$ cat config.mk
export PLATFORM = sky130hd
export DESIGN_NAME = uart_tx
export DESIGN_NICKNAME = d
export VERILOG_FILES = /design/src/rtl/uart_tx.sv
export SDC_FILE = /design/constraint.sdc
export NUM_CORES = 1
export LEC_CHECK = 0
export BUFFER_PORTS_ARGS = -buffer_cell sky130_fd_sc_hd__buf_2
export CAP_MARGIN = 10
export CORE_MARGIN = 2
export CORE_UTILIZATION = 57
export CTS_BUF_LIST = sky130_fd_sc_hd__clkbuf_16
export DETAILED_ROUTE_END_ITERATION = 8
export GPL_TIMING_DRIVEN = 0
export HOLD_SLACK_MARGIN = 0.02
export MAX_ROUTING_LAYER = met4
export PLACE_DENSITY = 0.78
export SLEW_MARGIN = 20
export SYNTH_ARGS = -nofsm -noshare
export SYNTH_HDL_FRONTEND = slang
export SYNTH_SLANG_ARGS = --single-unit
$ cat constraint.sdc
create_clock -name i_clk -period 2.7 [get_ports i_clk]
set_input_delay 0.81 -clock i_clk [delete_from_list [all_inputs] [get_ports i_clk]]
set_output_delay 0.81 -clock i_clk [all_outputs]
set_load 0.1 [all_outputs]
$ cat src/rtl/uart_tx.sv
// rtl/uart_tx.sv - 8-bit UART transmitter with optional parity and 1/2 stop bits
module uart_tx #(
  parameter int CLKS_PER_BIT = 868,
  parameter int PARITY       = 0,
  parameter int STOP_BITS    = 1
) (
  input  logic       i_clk,
  input  logic       i_rst_n,
  input  logic       i_tx_valid,
  input  logic [7:0] i_tx_byte,
  output logic       o_tx_ready,
  output logic       o_tx_serial,
  output logic       o_tx_active,
  output logic       o_tx_done
);

  // Illegal PARITY / STOP_BITS values fall back to no parity / one stop bit.
  localparam bit       PAR_EN  = (PARITY == 1) || (PARITY == 2);
  localparam logic     PAR_ODD = (PARITY == 2);
  localparam int       NSTOP   = (STOP_BITS == 2) ? 2 : 1;
  localparam int       CW      = (CLKS_PER_BIT > 1) ? $clog2(CLKS_PER_BIT) : 1;
  localparam logic [CW-1:0] LAST_CNT  = CW'(CLKS_PER_BIT - 1);
  localparam logic          LAST_STOP = 1'(NSTOP - 1);

  typedef enum logic [2:0] {
    S_IDLE,
    S_START,
    S_DATA,
    S_PARITY,
    S_STOP
  } state_t;

  state_t          state;
  logic [CW-1:0]   cnt;
  logic [2:0]      idx;
  logic [7:0]      shift;
  logic            par_bit;
  logic            stop_idx;
  logic            bit_end;

  // A line level ends on the edge where the counter reaches its last value.
  assign bit_end = (cnt == LAST_CNT);

  // Frame sequencer: every output is a register updated alongside the state.
  always_ff @(posedge i_clk or negedge i_rst_n) begin
    if (!i_rst_n) begin
      state       <= S_IDLE;
      cnt         <= '0;
      idx         <= '0;
      shift       <= '0;
      par_bit     <= 1'b0;
      stop_idx    <= 1'b0;
      o_tx_serial <= 1'b1;
      o_tx_ready  <= 1'b1;
      o_tx_active <= 1'b0;
      o_tx_done   <= 1'b0;
    end else begin
      o_tx_done <= 1'b0;
      case (state)
        S_IDLE: begin
          cnt <= '0;
          if (i_tx_valid) begin
            shift       <= i_tx_byte;
            par_bit     <= (^i_tx_byte) ^ PAR_ODD;
            idx         <= '0;
            stop_idx    <= 1'b0;
            state       <= S_START;
            o_tx_serial <= 1'b0;
            o_tx_ready  <= 1'b0;
            o_tx_active <= 1'b1;
          end
        end

        S_START: begin
          if (!bit_end) begin
            cnt <= cnt + 1'b1;
          end else begin
            cnt         <= '0;
            idx         <= '0;
            state       <= S_DATA;
            o_tx_serial <= shift[0];
          end
        end

        S_DATA: begin
          if (!bit_end) begin
            cnt <= cnt + 1'b1;
          end else begin
            cnt <= '0;
            if (idx != 3'd7) begin
              // Shift right so the next LSB-first bit always sits in shift[1].
              idx         <= idx + 1'b1;
              shift       <= {1'b0, shift[7:1]};
              o_tx_serial <= shift[1];
            end else if (PAR_EN) begin
              state       <= S_PARITY;
              o_tx_serial <= par_bit;
            end else begin
              state       <= S_STOP;
              stop_idx    <= 1'b0;
              o_tx_serial <= 1'b1;
            end
          end
        end

        S_PARITY: begin
          if (!bit_end) begin
            cnt <= cnt + 1'b1;
          end else begin
            cnt         <= '0;
            stop_idx    <= 1'b0;
            state       <= S_STOP;
            o_tx_serial <= 1'b1;
          end
        end

        S_STOP: begin
          o_tx_serial <= 1'b1;
          if (!bit_end) begin
            cnt <= cnt + 1'b1;
          end else begin
            cnt <= '0;
            if (stop_idx == LAST_STOP) begin
              // Returning to IDLE here forces one idle-high cycle before the next start bit.
              state       <= S_IDLE;
              o_tx_ready  <= 1'b1;
              o_tx_active <= 1'b0;
              o_tx_done   <= 1'b1;
            end else begin
              stop_idx <= stop_idx + 1'b1;
            end
          end
        end

        default: begin
          state       <= S_IDLE;
          cnt         <= '0;
          o_tx_serial <= 1'b1;
          o_tx_ready  <= 1'b1;
          o_tx_active <= 1'b0;
        end
      endcase
    end
  end

endmodule
# == Word level (Yosys, flattened, before mapping) ==
# Index checks and enable logic that the tools add are counted.
# word_totals
regBits,29
output_inout_bits,4
wordCells,80
# op_classes
addsub,3
eq_ne,14
muxes,41
bitwise_logic,1
n_reduce_logical,12
# ops
cell,count
$mux 3,11
$mux 8,3
$mux 10,2
$mux 1,18
$ne 2x2->1 const B,8
$pmux 8 s2,1
$pmux 3 s5,1
$reduce_and 4->1,3
$add 10x1->10 const B,1
$eq 10x10->1 const B,1
$pmux 3 s3,1
$pmux 1 s4,2
$reduce_and 7->1,1
$eq 3x2->1 const B,2
$pmux 1 s3,2
$reduce_and 6->1,1
$reduce_and 5->1,1
$reduce_bool 4->1,1
$reduce_or 4->1,1
$add 3x1->3 const B,1
$eq 3x1->1 const B,1
$eq 3x3->1 const B,1
$logic_not 3->1,1
$ne 3x3->1 const B,1
other kinds (5),5

# == Depth between registers and ports, before layout ==
# Gate-level depths: netlist of the first run.
# depth
ltp_word,4
mapped_depth,6
mapped_depth_nobuf,6

# == Least setup slack after synthesis of the first run ==
# Ideal clock, no wire load.
# synth_path
kind,register to register
start,reg idx[0]
end,reg shift[0]
arrival_ns,1.759
setup_slack_ns,0.816
stages_incl_launch_ff,6
n_path_buf,0
synth_period_minus_slack_ns,1.884
path_cell_list,dfrtp_1 ha_1 ha_1 or3_1 o22ai_4 mux2_2
# synth_between
elab_chain_len,3
# synth_lines
element,line_no,rtl
start: declaration,35,logic [2:0] idx;
start signal: assignment,92,idx <= idx + 1'b1;
$ne 3x3->1,90,if (idx != 3'd7) begin
$ne 2x2->1 (no line),--,
$reduce_and 4->1 (no line),--,
end signal: assignment,63,shift <= i_tx_byte;
end signal: assignment,93,"shift <= {1'b0, shift[7:1]};"
end: declaration,36,logic [7:0] shift;
# No other way between the ends.
# A chain may end at the register's enable or synchronous reset.

# == Worst setup path in the final report of the first run ==
# layout_path
start,reg idx[0]
end,reg shift[2]
# The elaborated chain is that of the path after synthesis.

==> impl_metrics.ini, run 1 <==
[placed_design]
io_buffers = 14
dp_hpwl_um = 1840
place.gp.congestion = 0.760
placed_cells = 171

[timing]
rsz0062_at_grt = no
hold-worst-slack_ns = 0.493
tns_ns = 0
max_freq_mhz = 489
setup_viol = 0
tightest_slew_ns = 0.646
hold_violations = 0
period_minus_slack_ns = 2.05
max_slew_margin_pct = 56.8
skew_ns = 0.00294
post-route-period-util_pct = 75.8
finalMaxSlewViolations = 0

[logic_synthesis]
yosys.cell_types.count = 37
ys_seq_area_share_pct = 49.2
synth-async-reset-ratio_pct = 100
synth_cells = 127
syn-cell-area_mm2 = 0.00143
synth.ff_latch_count = 28
yosys_warnings = 0
synth-main-ff-cell = dfrtp_1
syn_area_per_cell_um2 = 11.3
synth_edf_count = 0
synth_fp_nets = 141

[worst_setup_path]
slowest_stage = or3_1
critical_path_buf_inv_count = 0
rr_worst_depth = 5
worst-setup-path-type = flip-flop to flip-flop
cp.required_ns = 2.84
crit_chain = ha_1 > ha_1 > or3_1 > o22ai_4 > mux2_2
critical_path.max_stage_delay_ns = 0.43
worstReg2RegStart = idx[0]
cp_top_family = adder cells
rrSetupSlack_ns = 0.65
cp_max_fo = 8
cp_num_cells = 5
worstSetupEndpointType = flip-flop
rr_endpoint = shift[2]
crit_arrival_ns = 2.19
cp-start-kind = flip-flop
crit_path_frequent_cell = ha_1

[cells_and_area]
antenna-diode-count = 0
fin_util_pct = 66.3
nets = 160
finalNonFillerCells = 174
syn_to_final_growth_pct = 12.8
fill_cells = 205
drive_gt1_share_pct = 29.2

[clock_network]
clkSinkCount = 28
cts_resized = 0
insertion_delay_ns = 0.26
htreeDepth = 1
path_clk_slew_ns = 0.06
cts_setup_buffers = 0
cts_made_buffers = 3
cts-root-buf = clkbuf_16
cts_tree = done
hold_buffers = 0
cts_buffer_depth = 2

[die]
num_rows = 18
die-area_mm2 = 0.00293
chipHeight_um = 54.1
initial_core_util_pct = 58.8
io_pins = 15
core_mm2 = 0.00243
die_w_um = 54.1

[min_path]
hold_end = cnt[0]
worstHoldStart = cnt[0]
hold_path.class = flip-flop to flip-flop
worstHoldPathCells = 1

[power_and_ir_drop]
irDropWorstVdd_mv = 0.431
fin_total_pwr_uw = 775
p_per_area_mw_per_mm2 = 481
power_leakage_uw = 0.000685

[routing]
drt_iter0_drc = 12
ant_nets = 0
wl_um = 2480
viasPerCell = 5.52
drc = 0
vias = 960
wl_per_cell_um = 14.2
first_pass_iters = 4

[grt]
grt_pass1_vias = 906
antenna_found_initial = 0
grt_pass1_wl_um = 3960
grt_max_degree = 29
overflow = 0
track_usage_pct = 19.8

[job]
maxCapViolations = 0

[run_status]
status = finished clean
worst reg2reg max path, stage by stage (launching register included):
cell and delay (ns):
dfrtp_1 0.40, ha_1 0.21, ha_1 0.23, or3_1 0.43, o22ai_4 0.28, mux2_2 0.38
worst max path at each step:
stage | from | end | slack [ns]
after global placement | idx[0] | shift[5] | 0.68
after detailed placement | idx[0] | shift[2] | 0.65
after CTS | idx[0] | shift[6] | 0.64
final | idx[0] | shift[2] | 0.65
after floorplan | idx[0] | shift[0] | 0.82
after global routing | cnt[0] | idx[0] | 0.59
per-stage QoR:
step / instance area [um^2] / setup slack [ns]
global placement: 1540 / 0.681
detailed placement: 1540 / 0.651
global route: 1610 / 0.592
CTS: 1610 / 0.643
floorplan: 1430 / 0.816
finish: 1610 / 0.655
Yosys cell counts, types with 2 or more instances:
library cell / instances / area [um^2]
mux2_2: 14 / 158
nor3_1: 3 / 15.0
xor2_1: 3 / 26.3
ha_1: 3 / 37.5
dfstp_2: 2 / 52.6
xnor2_1: 7 / 61.3
inv_1: 5 / 18.8
nand2_1: 8 / 30.0
a21oi_1: 5 / 25.0
mux2i_1: 3 / 30.0
dfrtp_1: 26 / 651
nand3_1: 5 / 25.0
nor2_1: 17 / 63.8
o21ai_0: 3 / 15.0
registers in the layout (all words and copies together) (netlist names):
register / count
o_tx_done: 1
shift: 8
state: 3
idx: 3
o_tx_serial: 1
o_tx_active: 1
cnt: 10
o_tx_ready: 1
cell usage in the layout, fill, tap and decap left out, types with 5 or more instances in the layout:
cell and count:
dfrtp_1 26, nor2_1 17, buf_2 15, mux2_2 14, nand2_1 8, xnor2_1 7
nand3_1 5, inv_1 5, a21oi_1 5
layer usage:
metal | vias to the layer above | global-route usage [%] | routed length, um
met5 | - | - | 0
li1 | 478 | - | -
met2 | 10 | 30.5 | 1200
met3 | 4 | 4.17 | 48
met1 | 468 | 25.7 | 1180
met4 | 0 | 7.50 | 44
power by group:
part | switching, uW | internal [uW] | total, uW
sequential | 2.79 | 425 | 428
combinational | 12.4 | 13.1 | 25.4
clock | 126 | 196 | 322
final cells by class:
type | instances | area (um^2) | share of cell area, %
Buffer | 3 | 16.3 | 1.01
Clock buffer | 3 | 75.1 | 4.65
Tap cell | 30 | 37.5 | 2.33
Timing Repair Buffer | 14 | 70.1 | 4.34
Sequential cell | 28 | 703 | 43.6
Multi-Input combinational cell | 91 | 692 | 42.9
Inverter | 5 | 18.8 | 1.16
cells by family after synthesis:
| family | count (synthesis) | share of synthesized area [%] |
|---|---|---|
| fa+ha+maj | 3 | 2.62 |
| buf+inv | 8 | 2.45 |
| flops | 28 | 49.2 |
| xor+xnor | 10 | 6.12 |
| simple gates | 44 | 17.2 |
| mux | 18 | 13.9 |
| compound gates | 16 | 8.49 |
Power figures use the tool's default switching activity.
==> run 2: changes to the inputs <==
--- a/config.mk
+++ b/config.mk
@@ -5,6 +5,7 @@
 export SDC_FILE = /design/constraint.sdc
 export NUM_CORES = 1
 export LEC_CHECK = 0
+export ABC_AREA = 1
 export BUFFER_PORTS_ARGS = -buffer_cell sky130_fd_sc_hd__buf_2
 export CAP_MARGIN = 10
 export CORE_MARGIN = 2
@@ -14,7 +15,7 @@
 export GPL_TIMING_DRIVEN = 0
 export HOLD_SLACK_MARGIN = 0.02
 export MAX_ROUTING_LAYER = met4
-export PLACE_DENSITY = 0.78
+export PLACE_DENSITY = 0.77
 export SLEW_MARGIN = 20
 export SYNTH_ARGS = -nofsm -noshare
 export SYNTH_HDL_FRONTEND = slang
==> constraint.sdc (replaced) <==
create_clock -name i_clk -period 1.9 [get_ports i_clk]
set_input_delay 0.57 -clock i_clk [delete_from_list [all_inputs] [get_ports i_clk]]
set_output_delay 0.57 -clock i_clk [all_outputs]
set_load 0.1 [all_outputs]
==> impl_metrics.ini, run 2 <==
[run_status]
status = finished clean

[logic_synthesis]
synth_compound_area_share_pct = 9.81
yosysTopAreaCell = dfrtp_1
ys_seq_area_share_pct = 47.5
synth_xor_area_share_pct = 2.37
yosys.cell_types.count = 31
synth_top_area_share_pct = 44.0
synth_top_family_by_area = simple AND/OR/NAND/NOR gates
syn-cell-area_mm2 = 0.00148
syn_area_per_cell_um2 = 8.80
synth_cells = 168
synth_edf_count = 0
synth_adder_area_share_pct = 2.54
synth_most_common_cell = nand2_1
synth-main-ff-cell = dfrtp_1
synth-async-reset-ratio_pct = 100
yosys_warnings = 0
synth.ff_latch_count = 28
synth_fp_nets = 182
synth_commonest_cells = nand2_1 (32), dfrtp_1 (26), nor2_1 (20)
synth.area.top_cells = dfrtp_1 (44%), nand2_1 (8.1%), nor2_1 (5.1%)
synth-simple-area-share_pct = 26.0
synthMuxAreaShare_pct = 4.06

[timing]
finalMaxSlewViolations = 0
tns_ns = 0
hold_violations = 0
post-route-period-util_pct = 94.4
max_freq_mhz = 558
max_slew_margin_pct = 58.6
hold-worst-slack_ns = 0.316
period_minus_slack_ns = 1.79
setup_viol = 0
skew_ns = 0.00380
tightest_slew_ns = 0.621
rsz0062_at_grt = no

[cells_and_area]
syn_to_final_growth_pct = 14.4
top_regs = cnt (10), shift (8)
layout_common_cells = nand2_1 (32), dfrtp_1 (26), nor2_1 (20), inv_1 (17), buf_2 (14)
largest-register = cnt
antenna-diode-count = 0
fin_util_pct = 68.3
finalNonFillerCells = 216
final_common_cell = nand2_1
nets = 201
largest_register_ffs = 10
drive_gt1_share_pct = 22.0

[grt]
overflow = 0
met3_usage_pct = 3.49
antenna_found_initial = 0
track_usage_pct = 22.7
met1_usage_pct = 26.9
grt_pass1_wl_um = 4790
grt_pass1_vias = 1156
met2_usage_pct = 38.9
grt.busiest_layer = met2
grt_max_degree = 29

[worst_setup_path]
crit_chain = buf_2
cp_max_fo = 2
crit_arrival_ns = 1.22
worstSetupEndpointType = primary output
cp.required_ns = 1.33
rr_endpoint = shift[4]
worstReg2RegStart = cnt[0]
cp-start-kind = flip-flop
rr_worst_depth = 9
cp_top_family = flip-flops
rrSetupSlack_ns = 0.28
critical_path.max_stage_delay_ns = 0.54
crit_start = o_tx_serial
critical_path_buf_inv_count = 1
slowest_stage = dfstp_2
worst-setup-path-type = flip-flop to primary output

[die]
die_w_um = 54.9
core_mm2 = 0.00248
io_pins = 15
die-area_mm2 = 0.00302
num_rows = 18
initial_core_util_pct = 59.7
chipHeight_um = 54.9

[routing]
viasPerCell = 5.41
ant_nets = 0
drt_iter0_drc = 8
first_pass_iters = 4
wl_um = 2720
wl_per_cell_um = 12.6
drc = 0
vias = 1169

[clock_network]
cts_tree = done
cts_setup_buffers = 0
cts_buffer_depth = 2
cts-root-buf = clkbuf_16
path_clk_slew_ns = 0.07
htreeDepth = 1
insertion_delay_ns = 0.26
cts_resized = 0
hold_buffers = 0
clkSinkCount = 28
cts_made_buffers = 3

[placed_design]
place.gp.congestion = 0.870
io_buffers = 14
placed_cells = 212
dp_hpwl_um = 1990

[min_path]
hold_path.class = input port to asynchronous set/reset pin

[power_and_ir_drop]
irDropWorstVdd_mv = 1.05
power_leakage_uw = 0.000871
p_per_area_mw_per_mm2 = 1760

[job]
maxCapViolations = 0
run 2: changes by cell type after synthesis, sizes merged, moves of 3 or more:
cell	previous run	this run
nand2	8	39
inv	5	21
mux2	15	0
o21ai	3	18
xnor2	7	2
nor2	18	22
mux2i	3	6
run 2: worst max-delay path by stage:
stage          depth (start not counted)           to  slack, ns
2_1_floorplan                          0  o_tx_active       0.44
3_3_place_gp                           9     shift[4]       0.32
3_5_place_dp                           9     shift[4]       0.29
4_1_cts                                1  o_tx_serial        0.1
5_1_grt                                1  o_tx_serial       0.08
6_report                               1  o_tx_serial       0.11
run 2: area by class of cell:
type                    instances  area [um^2]
plain buffers                   3         26.3
repair buffers                 14         70.1
multi-input cells             115          662
inverters                      22         87.6
fillers                       204          786
clock buffers                   3         75.1
clock inverters                 1         30.0
flip-flops and latches         28          703
well taps                      30         37.5
run 2: stage by stage:
stage	area [um^2]	setup WS [ns]	total power [uW]
finish	1690	0.107	2970
global route	1690	0.0800	3210
CTS	1690	0.0995	2990
detailed placement	1590	0.286	2350
global placement	1590	0.315	2280
floorplan	1480	0.437	2080
run 2: where the power goes:
group | leakage, uW | switching (uW) | internal (uW)
sequential | 0.000362 | 154 | 811
combinational | 0.000458 | 938 | 444
clock | 0.0000511 | 204 | 420
run 2: cells by family after synthesis:
family | after synthesis
flip-flops | 28
buffers and inverters | 25
AND/OR/NAND/NOR | 76
XOR/XNOR | 4
adder cells (fa/ha/maj) | 3
multiplexers | 6
AO/OA/AOI/OAI | 26
run 2: layer usage:
metal  vias to the layer above  share of wire (%)
li1                        576                  -
met1                       570                 43
met2                        18                 53
met3                         5                2.2
met4                         0                1.2
met5                         -                  0
==> run 3: changes to the inputs <==
--- a/config.mk
+++ b/config.mk
@@ -9,13 +9,13 @@
 export BUFFER_PORTS_ARGS = -buffer_cell sky130_fd_sc_hd__buf_2
 export CAP_MARGIN = 10
 export CORE_MARGIN = 2
-export CORE_UTILIZATION = 57
+export CORE_UTILIZATION = 50
 export CTS_BUF_LIST = sky130_fd_sc_hd__clkbuf_16
 export DETAILED_ROUTE_END_ITERATION = 8
 export GPL_TIMING_DRIVEN = 0
 export HOLD_SLACK_MARGIN = 0.02
 export MAX_ROUTING_LAYER = met4
-export PLACE_DENSITY = 0.77
+export PLACE_DENSITY = 0.69
 export SLEW_MARGIN = 20
 export SYNTH_ARGS = -nofsm -noshare
 export SYNTH_HDL_FRONTEND = slang
==> impl_metrics.ini, run 3 (same netlist as run 2, synthesis figures left out) <==
[cells_and_area]
drive_gt1_share_pct = 21.5
largest_register_ffs = 10
top_regs = cnt (10), shift (8)
antenna-diode-count = 0
fin_util_pct = 59.9
nets = 201
layout_common_cells = nand2_1 (32), dfrtp_1 (26), nor2_1 (20), inv_1 (17), buf_2 (14)
final_common_cell = nand2_1
largest-register = cnt
syn_to_final_growth_pct = 12.7

[worst_setup_path]
cp.required_ns = 1.33
critical_path_buf_inv_count = 1
rr_endpoint = shift[3]
crit_chain = buf_2
critical_path.max_stage_delay_ns = 0.53
cp_top_family = flip-flops
crit_start = o_tx_serial
cp-start-kind = flip-flop
cp_num_cells = 1
worstSetupEndpointType = primary output
cp_max_fo = 2
rr_worst_depth = 9
rrSetupSlack_ns = 0.28
slowest_stage = dfstp_2
crit_arrival_ns = 1.21
worst-setup-path-type = flip-flop to primary output
worstReg2RegStart = cnt[0]

[die]
die_w_um = 58.4
initial_core_util_pct = 53.2
chipHeight_um = 58.4
core_mm2 = 0.00278
io_pins = 15
die-area_mm2 = 0.00341
num_rows = 19

[power_and_ir_drop]
p_per_area_mw_per_mm2 = 1670
power_leakage_uw = 0.000858
power_frac_comb_pct = 48.6
intPower_uw = 1540
switching_power_uw = 1250
irDropWorstVdd_mv = 0.915
p_seq_share_pct = 34.4
power.share.switching_pct = 44.9
clkPwrFrac_pct = 17.0

[placed_design]
io_buffers = 14
dp_hpwl_um = 1910
pre_cts_ws_ns = 0.286
place.gp.congestion = 0.810

[routing]
drc = 0
ant_nets = 0
wl_um = 2520
viasPerCell = 5.13
first_pass_iters = 4
vias = 1114
wl_per_cell_um = 11.6
drt_iter0_drc = 37

[timing]
setup_ws_ns = 0.119
tightest_slew_ns = 0.600
max_freq_mhz = 562
tns_ns = 0
rsz0062_at_grt = no
setup_viol = 0
period_minus_slack_ns = 1.78
max_slew_margin_pct = 60.0
skew_ns = 0.00635
hold_violations = 0
post-route-period-util_pct = 93.7
finalMaxSlewViolations = 0

[job]
maxCapViolations = 0

[clock_network]
cts_made_buffers = 3
path_clk_slew_ns = 0.07
insertion_delay_ns = 0.26
cts-root-buf = clkbuf_16
htreeDepth = 1
clkSinkCount = 28
cts_setup_buffers = 0
cts_buffer_depth = 2
cts_resized = 0
hold_buffers = 0
cts_tree = done

[grt]
antenna_found_initial = 0
overflow = 0
grt_pass1_vias = 1141
grt_pass1_wl_um = 4670
grt_max_degree = 29
track_usage_pct = 18.0

[run_status]
status = finished clean

[min_path]
hold_path.class = input port to asynchronous set/reset pin
run 3: cell types whose count changed in the layout (fill, tap and decap cells not counted):
cell,previous run,this run
clkinv_1,0,1
bufinv_16,1,0
run 3: per-stage QoR:
stage	cells	instance area [um^2]	power (uW)	hold slack [ns]
after floorplan	168	1480	2080	0.274
after global placement	213	1590	2290	0.440
after detailed placement	213	1590	2340	0.463
after CTS	217	1670	2820	0.339
after global routing	217	1670	3030	0.371
final	217	1670	2790	0.311
run 3: power by group through the flow:
stage          clock network (uW)  logic (uW)  registers [uW]
2_1_floorplan                   0         929            1150
3_3_place_gp                    0        1330             959
3_5_place_dp                    0        1370             969
4_1_cts                       492        1370             961
5_1_grt                       509        1540             988
6_report                      475        1350             961
run 3: worst max path at each step:
| stage | end |
|---|---|
| 4_1_cts | o_tx_serial |
| 6_report | o_tx_serial |
| 3_5_place_dp | shift[3] |
| 3_3_place_gp | shift[4] |
| 5_1_grt | shift[6] |
| 2_1_floorplan | o_tx_active |
run 3: area by class of cell:
type	instances	area (um^2)
fillers	248	1110
flip-flops and latches	28	703
multi-input cells	115	662
inverters	22	87.6
clock buffers	3	75.1
repair buffers	14	70.1
well taps	31	38.8
plain buffers	3	26.3
clock inverters	1	3.75
run 3: per-layer routing:
metal  share of wire (%)  vias to the layer above  global-route usage [%]
met5                   0                        -                       -
met1                  45                      527                    22.0
li1                    -                      573                       -
met2                  52                       10                    30.8
met3                 1.9                        4                    2.64
met4                 1.2                        0                    5.65
